$ cat src/rtl/seq_detector_param_if.sv
// Bundle of the serial-detector data, control and result signals.
// The master side drives the bit stream; the slave side is the detector.
interface seq_detector_param_if #(
  parameter int N     = 5,
  parameter int CNT_W = 8
);
  logic             en;
  logic             x;
  logic             load;
  logic [N-1:0]     pat_in;
  logic             count_clr;
  logic             y;
  logic [CNT_W-1:0] match_count;
  logic [N-1:0]     pattern;

  modport master (
    output en, x, load, pat_in, count_clr,
    input  y, match_count, pattern
  );

  modport slave (
    input  en, x, load, pat_in, count_clr,
    output y, match_count, pattern
  );
endinterface

$ cat src/rtl/seq_detector_param.sv
// Moore serial pattern detector: sliding N-bit window against a loadable pattern,
// optional overlap, and a saturating match counter.
module seq_detector_param #(
  parameter int           N       = 5,
  parameter logic [N-1:0] PATTERN = 5'b11011,
  parameter bit           OVERLAP = 1'b1,
  parameter int           CNT_W   = 8
) (
  input  logic               clk,
  input  logic               rst_n,
  seq_detector_param_if.slave bus
);

  localparam int               FW        = $clog2(N + 1);
  localparam logic [FW-1:0]    FILL_FULL = FW'(N);
  localparam logic [FW-1:0]    FILL_ARM  = FW'(N - 1);
  localparam logic [CNT_W-1:0] CNT_MAX   = '1;
  localparam logic [CNT_W-1:0] CNT_ONE   = CNT_W'(1);

  logic [N-1:0]     hist,  hist_d;
  logic [FW-1:0]    fill,  fill_d;
  logic [N-1:0]     pat,   pat_d;
  logic             y_q,   y_d;
  logic [CNT_W-1:0] cnt,   cnt_d;
  logic [N-1:0]     next_hist;
  logic             hit;
  logic             match_now;

  // fill gating keeps a zeroed history from matching before N real bits arrive
  always_comb begin
    next_hist = {hist[N-2:0], bus.x};
    hit       = (next_hist == pat) && (fill >= FILL_ARM);
    match_now = !bus.load && bus.en && hit;

    hist_d = hist;
    fill_d = fill;
    pat_d  = pat;
    y_d    = 1'b0;
    cnt_d  = cnt;

    if (bus.load) begin
      pat_d  = bus.pat_in;
      hist_d = '0;
      fill_d = '0;
    end else if (bus.en) begin
      hist_d = next_hist;
      y_d    = hit;
      if (hit && !OVERLAP)
        fill_d = '0;
      else if (fill != FILL_FULL)
        fill_d = fill + FW'(1);
    end

    if (bus.count_clr)
      cnt_d = match_now ? CNT_ONE : '0;
    else if (match_now && (cnt != CNT_MAX))
      cnt_d = cnt + CNT_ONE;
  end

  always_ff @(posedge clk) begin
    if (!rst_n) begin
      hist <= '0;
      fill <= '0;
      pat  <= PATTERN;
      y_q  <= 1'b0;
      cnt  <= '0;
    end else begin
      hist <= hist_d;
      fill <= fill_d;
      pat  <= pat_d;
      y_q  <= y_d;
      cnt  <= cnt_d;
    end
  end

  assign bus.y           = y_q;
  assign bus.match_count = cnt;
  assign bus.pattern     = pat;

endmodule
$ cat src/flat_wrapper.sv
// flat-port wrapper written by rule: the top's interface ports become plain ports
module seq_detector_param_flat 
#(
  parameter int           N       = 5,
  parameter logic [N-1:0] PATTERN = 5'b11011,
  parameter bit           OVERLAP = 1'b1,
  parameter int           CNT_W   = 8
)
  (clk, rst_n, bus_en, bus_x, bus_load, bus_pat_in, bus_count_clr, bus_y, bus_match_count, bus_pattern);
  seq_detector_param_if #(.N(N), .CNT_W(CNT_W)) bus_i ();
  input  logic clk;
  input  logic rst_n;
  input wire logic [$bits(bus_i.en)-1:0] bus_en;
  input wire logic [$bits(bus_i.x)-1:0] bus_x;
  input wire logic [$bits(bus_i.load)-1:0] bus_load;
  input wire logic [$bits(bus_i.pat_in)-1:0] bus_pat_in;
  input wire logic [$bits(bus_i.count_clr)-1:0] bus_count_clr;
  output wire logic [$bits(bus_i.y)-1:0] bus_y;
  output wire logic [$bits(bus_i.match_count)-1:0] bus_match_count;
  output wire logic [$bits(bus_i.pattern)-1:0] bus_pattern;
  assign bus_i.en = bus_en;
  assign bus_i.x = bus_x;
  assign bus_i.load = bus_load;
  assign bus_i.pat_in = bus_pat_in;
  assign bus_i.count_clr = bus_count_clr;
  assign bus_y = bus_i.y;
  assign bus_match_count = bus_i.match_count;
  assign bus_pattern = bus_i.pattern;
  seq_detector_param #(.N(N), .PATTERN(PATTERN), .OVERLAP(OVERLAP), .CNT_W(CNT_W)) u_core (.clk(clk), .rst_n(rst_n), .bus(bus_i));
endmodule
$ cat config.mk
export PLATFORM = sky130hd
export DESIGN_NAME = seq_detector_param_flat
export DESIGN_NICKNAME = d
export VERILOG_FILES = /design/src/rtl/seq_detector_param_if.sv /design/src/rtl/seq_detector_param.sv /design/src/flat_wrapper.sv
export SDC_FILE = /design/constraint.sdc
export NUM_CORES = 1
export LEC_CHECK = 0
export ABC_AREA = 1
export ABC_CLOCK_PERIOD_IN_PS = 3100
export BUFFER_PORTS_ARGS = -buffer_cell sky130_fd_sc_hd__buf_4
export CORE_UTILIZATION = 35
export CTS_BUF_LIST = sky130_fd_sc_hd__clkbuf_2 sky130_fd_sc_hd__clkbuf_4 sky130_fd_sc_hd__clkbuf_8
export CTS_CLUSTER_SIZE = 24
export DETAILED_ROUTE_END_ITERATION = 12
export GPL_TIMING_DRIVEN = 0
export PLACE_DENSITY = 0.59
export SYNTH_ARGS = -nofsm -noshare
export SYNTH_HDL_FRONTEND = slang
export SYNTH_SLANG_ARGS = --single-unit
$ cat constraint.sdc
create_clock -name clk -period 3.1 [get_ports clk]
set_clock_uncertainty 0.15 [all_clocks]
set_input_delay 0.62 -clock clk [delete_from_list [all_inputs] [get_ports clk]]
set_output_delay 0.62 -clock clk [all_outputs]
set_load 0.05 [all_outputs]
==> impl_metrics.csv, run 1 <==
group,metric,value,unit
place,hpwlAfterDp,1870,um
drt,wl_per_cell,11.0,um
cells_and_area,syn_to_final_growth,21.9,%
clocking,post-cts-setup-buffers,0,
logic_synthesis,ys_seq_area_share,38.5,%
logic_synthesis,ys_types,20,
sta,maxSlewHeadroom,68.5,%
floorplanning,die_h,57.9,um
grt,grt_pass1_wl,4030,um
grt,grt_max_degree,13,
grt,grt_overflow_total,0,
clocking,cts_root_buf,"clkbuf_4",
clocking,htreeDepth,1,
sta,fin_crit_sh,57.8,%
logic_synthesis,yosys_warnings,0,
floorplanning,initial_core_util,38.3,%
setup_path,cp_slowest_stage_delay,0.47,ns
setup_path,cp_slowest_cell,"dfxtp_1",
setup_path,criticalPathCategory,"reg2out",
grt,grt_pass1_vias,1039,
clocking,cts_resized,0,
cells_and_area,nNetsFinal,200,
place,place_congestion,0.783,
grt,gr-usage-all-layers,15.3,%
logic_synthesis,avgSynthCellArea,6.91,um^2
setup_path,start_kind,"register",
sta,period_minus_slack,1.79,ns
clocking,cts_hold_buf,0,
sta,setup_viol,0,
grt,antenna_found_initial,0,
floorplanning,rows,19,
drt,via_count,1067,
drt,routed_wl,2380,um
setup_path,path_cells,"buf_4",
logic_synthesis,synth_top_area_share,38.5,%
logic_synthesis,ys_ff_latch,21,
clocking,clk_pin_slew,0.12,ns
place,place_ws,1.19,ns
drt,ant_nets,0,
setup_path,crit_buf_inv,1,
sta,max_freq,0.558,GHz
sta,tightest_slew,0.472,ns
setup_path,critPathMaxFanout,7,
logic_synthesis,syn_nets,172,
power_and_ir_drop,cellPowerDensity,364,nW/um^2
clocking,cts_tree,"built",
cells_and_area,final_util,46.7,%
logic_synthesis,yosysTopAreaCell,"dfxtp_1",
clocking,cts_sinks,21,
drt,drc,1,
logic_synthesis,netlist_area,1090,um^2
setup_path,arrival,1.02,ns
logic_synthesis,synth.area.top_cells,"dfxtp_1, nand2_1, inv_1",
hold_path,min_path_type,"reg2reg",
sta,hold_violations,0,
sta,finalSetupTns,0,ns
floorplanning,dieArea,3350,um^2
power_and_ir_drop,peakVddDrop,0.000196,V
floorplanning,io_pins,25,
drt,drt_iter0_markers,10,
power_and_ir_drop,p_leak,0.618,nW
power_and_ir_drop,p_total,0.485,mW
run_status,violations,"design-rule violations",
clocking,numCtsBuffers,3,
setup_path,crit_family,"flip-flops",
job,drv_cap,0,
sta,rsz0062_at_grt,"no",
sta,drv_slew,0,
drt,vias_per_cell,4.94,
logic_synthesis,synthCells,158,
cells_and_area,drive_above_1_share,21.1,%
floorplanning,die_w,57.9,um
drt,drtPass1Iterations,7,
setup_path,required,2.33,ns
sta,setup_ws,1.31,ns
cells_and_area,diodes,0,
run_status,status,"finished with violations",
place,portBuffers,23,
clocking,clk_latency,0.31,ns
clocking,cts_buffer_depth,2,
floorplanning,core_area,2850,um^2
setup_path,cp-end-kind,"primary output",
Yosys cell counts:
cell       n
a21oi_1   18
buf_2      1
buf_6      2
clkbuf_1   1
dfxtp_1   21
ha_1       3
inv_1     25
inv_2      1
nand2_1   29
nand2_2    3
nand3_1   10
nand3_2    2
nand4_1    8
nor2_1    15
nor2_2     1
nor2_4     1
nor3_1     2
nor3_2     1
o21ai_0   13
xor2_1     1
kinds of logic (layout without fill, tap and decap cells):
group                    Yosys count  after routing  synth area share [%]
buffers and inverters             30             57                  11.8
adder cells (fa/ha/maj)            3              3                  3.44
AO/OA/AOI/OAI                     31             31                  14.2
AND/OR/NAND/NOR                   72             72                  31.3
XOR/XNOR                           1              1                 0.802
flip-flops                        21             21                  38.5
tightest hold or removal path: cells and delay by family, from the launching register on:
kind                   cells  cell delay (ns)
buffers and inverters      1             0.07
DFF                        1             0.35
AOI/OAI and AO/OA          1             0.05
per-layer routing:
layer / GRT usage, % / routed length (um) / vias up / share of wire, %
li1: - / - / 565 / -
met5: 0 / 0 / - / 0
met3: 2.01 / 73 / 4 / 3.1
met1: 17.1 / 1090 / 483 / 46
met2: 28.4 / 1180 / 15 / 50
met4: 7.48 / 32 / 0 / 1.3
cell type report:
class                      count  area [um^2]
buffer                         4         31.3
clock buffer                   3         22.5
tap                           31         38.8
fill                         298         1520
timing repair buffer          23          173
multi-input combinational    107          543
clock inverter                 1         5.00
inverter                      26         97.6
sequential                    21          420
sequential cells by signal, indices dropped and copies added, names as in the netlist:
register                cells
u_core.hist                 4
u_core.bus.pattern          5
u_core.bus.match_count      8
u_core.bus.y                1
u_core.fill                 3
report_power, final:
| group | switching, mW | total (mW) | internal, mW |
|---|---|---|---|
| registers | 0.00571 | 0.283 | 0.277 |
| logic | 0.0444 | 0.0694 | 0.0250 |
| clock network | 0.0842 | 0.132 | 0.0482 |
| total | 0.134 | 0.485 | 0.351 |
cell usage in the layout, fill, tap and decap left out:
master / n
nor3_2: 1
clkbuf_1: 1
buf_6: 2
clkinv_2: 1
nand3_2: 2
nor3_1: 2
buf_4: 23
nor2_1: 15
inv_2: 1
a21oi_1: 18
dfxtp_1: 21
nand4_1: 8
nand2_2: 3
ha_1: 3
nor2_4: 1
buf_2: 1
clkbuf_4: 3
xor2_1: 1
nand3_1: 10
inv_1: 25
o21ai_0: 13
nand2_1: 29
nor2_2: 1
through the flow:
step | cell area [um^2] | hold WS, ns | std cells
after floorplan | 1090 | 0.301 | 158
after detailed placement | 1300 | 0.331 | 212
final | 1330 | 0.348 | 216
after global placement | 1300 | 0.318 | 212
after global routing | 1330 | 0.348 | 216
after CTS | 1330 | 0.351 | 216
worst paths after layout:
kind	slack [ns]	endpoint	depth (start not counted)	startpoint
setup / recovery	1.31	bus_match_count[3]	1	u_core.bus.match_count[3]
hold reg to reg	0.35	u_core.fill[2]	2	u_core.fill[2]
setup reg to reg	1.34	u_core.bus.match_count[7]	9	u_core.bus.match_count[0]
hold / removal	0.35	u_core.fill[2]	2	u_core.fill[2]
Power figures use the tool's default switching activity.
==> run 2: changes to the inputs <==
--- a/config.mk
+++ b/config.mk
@@ -6,14 +6,14 @@
 export NUM_CORES = 1
 export LEC_CHECK = 0
 export ABC_AREA = 1
-export ABC_CLOCK_PERIOD_IN_PS = 3100
+export ABC_CLOCK_PERIOD_IN_PS = 1500
 export BUFFER_PORTS_ARGS = -buffer_cell sky130_fd_sc_hd__buf_4
 export CORE_UTILIZATION = 35
 export CTS_BUF_LIST = sky130_fd_sc_hd__clkbuf_2 sky130_fd_sc_hd__clkbuf_4 sky130_fd_sc_hd__clkbuf_8
 export CTS_CLUSTER_SIZE = 24
 export DETAILED_ROUTE_END_ITERATION = 12
 export GPL_TIMING_DRIVEN = 0
-export PLACE_DENSITY = 0.59
+export PLACE_DENSITY = 0.61
 export SYNTH_ARGS = -nofsm -noshare
 export SYNTH_HDL_FRONTEND = slang
 export SYNTH_SLANG_ARGS = --single-unit
==> constraint.sdc (replaced) <==
create_clock -name clk -period 1.5 [get_ports clk]
set_clock_uncertainty 0.15 [all_clocks]
set_input_delay 0.3 -clock clk [delete_from_list [all_inputs] [get_ports clk]]
set_output_delay 0.3 -clock clk [all_outputs]
set_load 0.05 [all_outputs]
==> run 2 against run 1 <==
The run ends with design-rule violations, negative setup slack left. Final area increased by 19%. Die area unchanged. Cell count increased by 6.0%. Sequential power increased by 100%. Routed wire length increased by 14%. Total power increased by 110%. Sequential cell count unchanged. Critical path type is now reg2reg. Largest power group unchanged.
==> impl_metrics.csv, run 2 (synthesized netlist as in run 1, its figures left out) <==
group,metric,value,unit
grt,use_met2,28.7,%
setup_path,cp_slowest_cell,"dfxtp_4",
cells_and_area,drive_above_1_share,43.9,%
place,place_congestion,0.824,
drt,wl_per_cell,11.8,um
job,drv_cap,0,
sta,hold_violations,0,
sta,maxSlewHeadroom,63.5,%
clocking,htreeDepth,1,
floorplanning,initial_core_util,38.3,%
drt,vias_per_cell,5.04,
cells_and_area,nNetsFinal,213,
drt,via_count,1154,
cells_and_area,final_cell_mix,"buf_4, nand2_1, inv_1",
clocking,numCtsBuffers,3,
sta,setup_ws,-0.00296,ns
grt,busiest_layer,"met2",
setup_path,critPathMaxFanout,6,
clocking,cts_tree,"built",
setup_path,cp_slowest_stage_delay,0.37,ns
floorplanning,io_pins,25,
power_and_ir_drop,peakVddDrop,0.000339,V
grt,use_met3,2.01,%
grt,grt_max_degree,12,
floorplanning,die_w,57.9,um
drt,drt_iter0_markers,53,
floorplanning,rows,19,
sta,hold_ws,0.0508,ns
setup_path,criticalPathCategory,"reg2reg",
setup_path,path_cells,"inv_1 > nand2_1 > nand2_1 > nor2_2 > nand2_2 > nor2_4 > buf_6 > nand2_8 > nand3_1 > a21oi_1",
sta,max_freq,0.665,GHz
power_and_ir_drop,cellPowerDensity,643,nW/um^2
grt,grt_overflow_total,0,
clocking,cts_buffer_depth,2,
clocking,clk_latency,0.30,ns
setup_path,worstSetupStartpoint,"u_core.bus.pattern[1]",
setup_path,crit_buf_inv,2,
grt,grt_use_met1,19.0,%
clocking,cts_root_buf,"clkbuf_4",
cells_and_area,largest_reg_flops,8,
clocking,cts_sinks,21,
power_and_ir_drop,p_leak,0.739,nW
setup_path,crit_top_cell,"nand2_1",
floorplanning,core_area,2850,um^2
floorplanning,die_h,57.9,um
setup_path,required,1.52,ns
place,hpwlAfterDp,1880,um
grt,grt_pass1_wl,4240,um
setup_path,arrival,1.52,ns
cells_and_area,layout_commonest_cell,"buf_4",
hold_path,hold_path_startpoint,"bus_pat_in[0]",
sta,setup_viol,1,
place,dpl.cell_count,212,
setup_path,cp-end-kind,"register",
hold_path,min_path_type,"in2reg",
drt,ant_nets,0,
floorplanning,dieArea,3350,um^2
place,place_ws,-0.0805,ns
run_status,status,"finished with violations",
sta,drv_slew,0,
sta,period_minus_slack,1.50,ns
place,portBuffers,23,
sta,tightest_slew,0.547,ns
drt,drc,2,
drt,drtPass1Iterations,8,
setup_path,start_kind,"register",
cells_and_area,fin_cells,229,
sta,fin_crit_sh,100,%
setup_path,rr_startpoint,"u_core.bus.pattern[1]",
grt,grt_pass1_vias,1036,
sta,rsz0062_at_grt,"yes",
grt,gr-usage-all-layers,16.3,%
drt,routed_wl,2710,um
cells_and_area,syn_to_final_growth,45.6,%
cells_and_area,diodes,0,
grt,antenna_found_initial,0,
clocking,clk_pin_slew,0.11,ns
run_status,violations,"design-rule violations, negative setup slack",
setup_path,crit_family,"simple AND/OR/NAND/NOR gates",
power_and_ir_drop,p_total,1.02,mW
==> run 2: cell types whose count changed in the layout (fill, tap and decap cells not counted), sizes merged <==
cell / change
clkinv: -1
buf: +13
clkbuf: +1
==> run 2: area by class of cell <==
type	count	area (um^2)
fillers	274	1260
multi-input cells	107	646
flip-flops and latches	21	462
repair buffers	36	285
inverters	26	97.6
well taps	31	38.8
plain buffers	4	31.3
clock buffers	4	30.0
==> run 2: path summary, 6_finish.rpt <==
path | to | slack, ns | cells past startpoint
min reg2reg | u_core.hist[3] | 0.34 | 2
max | u_core.bus.match_count[3] | -0.003 | 10
min | u_core.bus.pattern[0] | 0.05 | 3
max reg2reg | u_core.bus.match_count[3] | -0.003 | 10
==> run 2: repair_timing <==
action,in CTS,in global routing
endpoints found under the setup margin,8,9
pin swaps,9,6
gates cloned,1,0
setup buffers,5,7
hold buffers,0,0
gates resized for setup,11,19
hold endpoints to repair,0,0
==> run 2: worst reg2reg max path: stages (launching register included) <==
cell     delay [ns]
dfxtp_4        0.37
inv_1          0.05
nand2_1        0.08
nand2_1        0.07
nor2_2         0.10
nand2_2        0.08
nor2_4         0.15
buf_6          0.14
nand2_8        0.06
nand3_1        0.07
a21oi_1        0.07
==> run 2: per-layer routing <==
metal	wire length (um)	part of all wire, %
met4	42	1.5
met5	0	0
met3	140	5.2
met1	1150	42
met2	1380	51
==> run 2: metrics by stage <==
stage                     setup TNS (ns)  utilization, %  instance area [um^2]
final                           -0.00296            55.7                  1590
after global routing              -0.593            55.7                  1590
after floorplan                  -0.0387               -                  1150
after global placement            -0.428            47.7                  1360
after detailed placement          -0.417            47.7                  1360
after CTS                        -0.0639            51.4                  1470
==> run 2: report_power, final <==
| group | internal, mW | switching [mW] |
|---|---|---|
| Combinational | 0.0609 | 0.0997 |
| Clock | 0.122 | 0.165 |
| Sequential | 0.563 | 0.0128 |
| Total | 0.746 | 0.278 |
==> run 3: changes to the inputs <==
--- a/config.mk
+++ b/config.mk
@@ -7,7 +7,7 @@
 export LEC_CHECK = 0
 export ABC_AREA = 1
 export ABC_CLOCK_PERIOD_IN_PS = 1500
-export BUFFER_PORTS_ARGS = -buffer_cell sky130_fd_sc_hd__buf_4
+export BUFFER_PORTS_ARGS = -buffer_cell sky130_fd_sc_hd__buf_2
 export CORE_UTILIZATION = 35
 export CTS_BUF_LIST = sky130_fd_sc_hd__clkbuf_2 sky130_fd_sc_hd__clkbuf_4 sky130_fd_sc_hd__clkbuf_8
 export CTS_CLUSTER_SIZE = 24
==> run 3 against run 2 <==
The run ends with design-rule violations left. Clock power is 3% higher. Total power shrank 1.2%. Utilization down 3.9 points. Register-to-register slack hardly changed. Non-clock buffer count fell by 3. Critical path type unchanged.
==> impl_metrics.csv, run 3 (synthesized netlist as in run 1, its figures left out) <==
group,metric,value,unit
place,dpl.cell_count,212,
sta,maxSlewHeadroom,64.2,%
floorplanning,dieArea,3350,um^2
power_and_ir_drop,p_leak,0.695,nW
sta,fin_crit_sh,99.5,%
cells_and_area,diodes,0,
clocking,cts_hold_buf,0,
cells_and_area,multi_input_area,613,um^2
drt,wl_per_cell,11.9,um
setup_path,start_kind,"register",
cells_and_area,nNetsFinal,210,
floorplanning,core_area,2850,um^2
clocking,clk_pin_slew,0.12,ns
setup_path,required,1.59,ns
cells_and_area,layout_commonest_cell,"nand2_1",
setup_path,criticalPathCategory,"reg2reg",
cells_and_area,regArea,463,um^2
setup_path,critPathMaxFanout,6,
setup_path,rr_worst_depth,7,
hold_path,min_path_cells,3,
floorplanning,die_w,57.9,um
job,drv_cap,0,
power_and_ir_drop,cellPowerDensity,685,nW/um^2
grt,grt_overflow_total,0,
drt,ant_nets,0,
run_status,violations,"design-rule violations",
sta,tightest_slew,0.537,ns
cells_and_area,n_fill_cell,291,
grt,gr-usage-all-layers,17.2,%
floorplanning,die_h,57.9,um
clocking,cts_root_buf,"clkbuf_4",
cells_and_area,drive_above_1_share,40.5,%
clocking,cts_tree,"built",
clocking,cts_buffer_depth,2,
hold_path,hold_end,"u_core.bus.pattern[3]",
setup_path,cp-end-kind,"register",
setup_path,reg2reg_setup_slack,0.007,ns
cells_and_area,syn_to_final_growth,35.3,%
sta,max_freq,0.670,GHz
setup_path,r2r-end,"u_core.bus.match_count[3]",
place,hpwlAfterDp,1890,um
clocking,htreeDepth,1,
sta,hold_ws,0.0457,ns
grt,grt_max_degree,12,
cells_and_area,final_cell_mix,"nand2_1, buf_2, inv_1",
clocking,cts_sinks,21,
drt,drc,2,
floorplanning,rows,19,
drt,routed_wl,2690,um
sta,setup_viol,0,
cells_and_area,fin_cells,226,
floorplanning,io_pins,25,
drt,drtPass1Iterations,10,
clocking,clk_latency,0.30,ns
setup_path,rr_startpoint,"u_core.bus.match_count[1]",
grt,grt_pass1_vias,1058,
hold_path,min_path_type,"in2reg",
sta,drv_slew,0,
sta,rsz0062_at_grt,"yes",
power_and_ir_drop,peakVddDrop,0.000507,V
hold_path,hold_path_startpoint,"bus_pat_in[3]",
grt,antenna_found_initial,0,
drt,via_count,1119,
place,portBuffers,23,
grt,grt_pass1_wl,4460,um
run_status,status,"finished with violations",
power_and_ir_drop,p_total,1.01,mW
drt,vias_per_cell,4.95,
floorplanning,initial_core_util,38.3,%
sta,hold_violations,0,
cells_and_area,largest_reg_flops,8,
place,place_congestion,0.829,
drt,drt_iter0_markers,52,
setup_path,arrival,1.59,ns
clocking,numCtsBuffers,3,
sta,period_minus_slack,1.49,ns
[run 3: changes by cell type in the layout (fill, tap and decap cells not counted), sizes merged]
cell / change
buf: -3
[run 3: where the power goes]
part	internal, mW	leakage [nW]	switching (mW)	total (mW)
sequential	0.563	0.179	0.0125	0.576
combinational	0.0459	0.498	0.0953	0.141
clock	0.122	0.0184	0.173	0.295
total	0.731	0.695	0.281	1.01
[run 3: worst max-delay path by stage]
stage | from | to | cells after the start
floorplan | u_core.bus.match_count[1] | u_core.bus.match_count[7] | 9
CTS | u_core.bus.pattern[1] | u_core.bus.match_count[1] | 9
global route | u_core.bus.pattern[3] | u_core.bus.match_count[2] | 11
detailed placement | bus_en | u_core.bus.match_count[3] | 8
finish | u_core.bus.match_count[1] | u_core.bus.match_count[3] | 7
global placement | bus_en | u_core.bus.match_count[4] | 8
[run 3: repair_timing]
item                                    in CTS  in global routing
pin swaps                                    2                  8
resized for setup                            6                 18
setup buffers                                5                  4
endpoints found under the setup margin       8                 10
gates cloned                                 1                  0
[run 3: critical path: stages, from the launching register on]
cell     delay, ns
dfxtp_4       0.39
ha_4          0.15
nand2_4       0.06
nor3_4        0.16
nand2_2       0.13
nand2_4       0.13
nand3_1       0.11
a21oi_2       0.15
[run 3: per-stage QoR]
stage,setup WS [ns],setup TNS (ns),area (um^2),utilization (%)
final,0.00738,0,1480,51.8
after global routing,-0.0751,-0.423,1480,51.8
after CTS,-0.00532,-0.00861,1400,49.0
after detailed placement,-0.141,-0.732,1300,45.7
after global placement,-0.0850,-0.449,1300,45.7
after floorplan,-0.0152,-0.0387,1150,-
[run 3: metal layers]
layer	global-route usage (%)	part of all wire, %
met5	0	0
met4	5.10	1.2
met3	4.91	5.0
met2	31.0	52
met1	19.6	42
[run 3: cell type report]
| class | count | share of cell area (%) |
|---|---|---|
| clock buffer | 4 | 2.03 |
| sequential | 21 | 31.3 |
| timing repair buffer | 33 | 13.8 |
| multi-input combinational | 107 | 41.5 |
| buffer | 4 | 2.12 |
| tap | 31 | 2.62 |
| inverter | 26 | 6.60 |
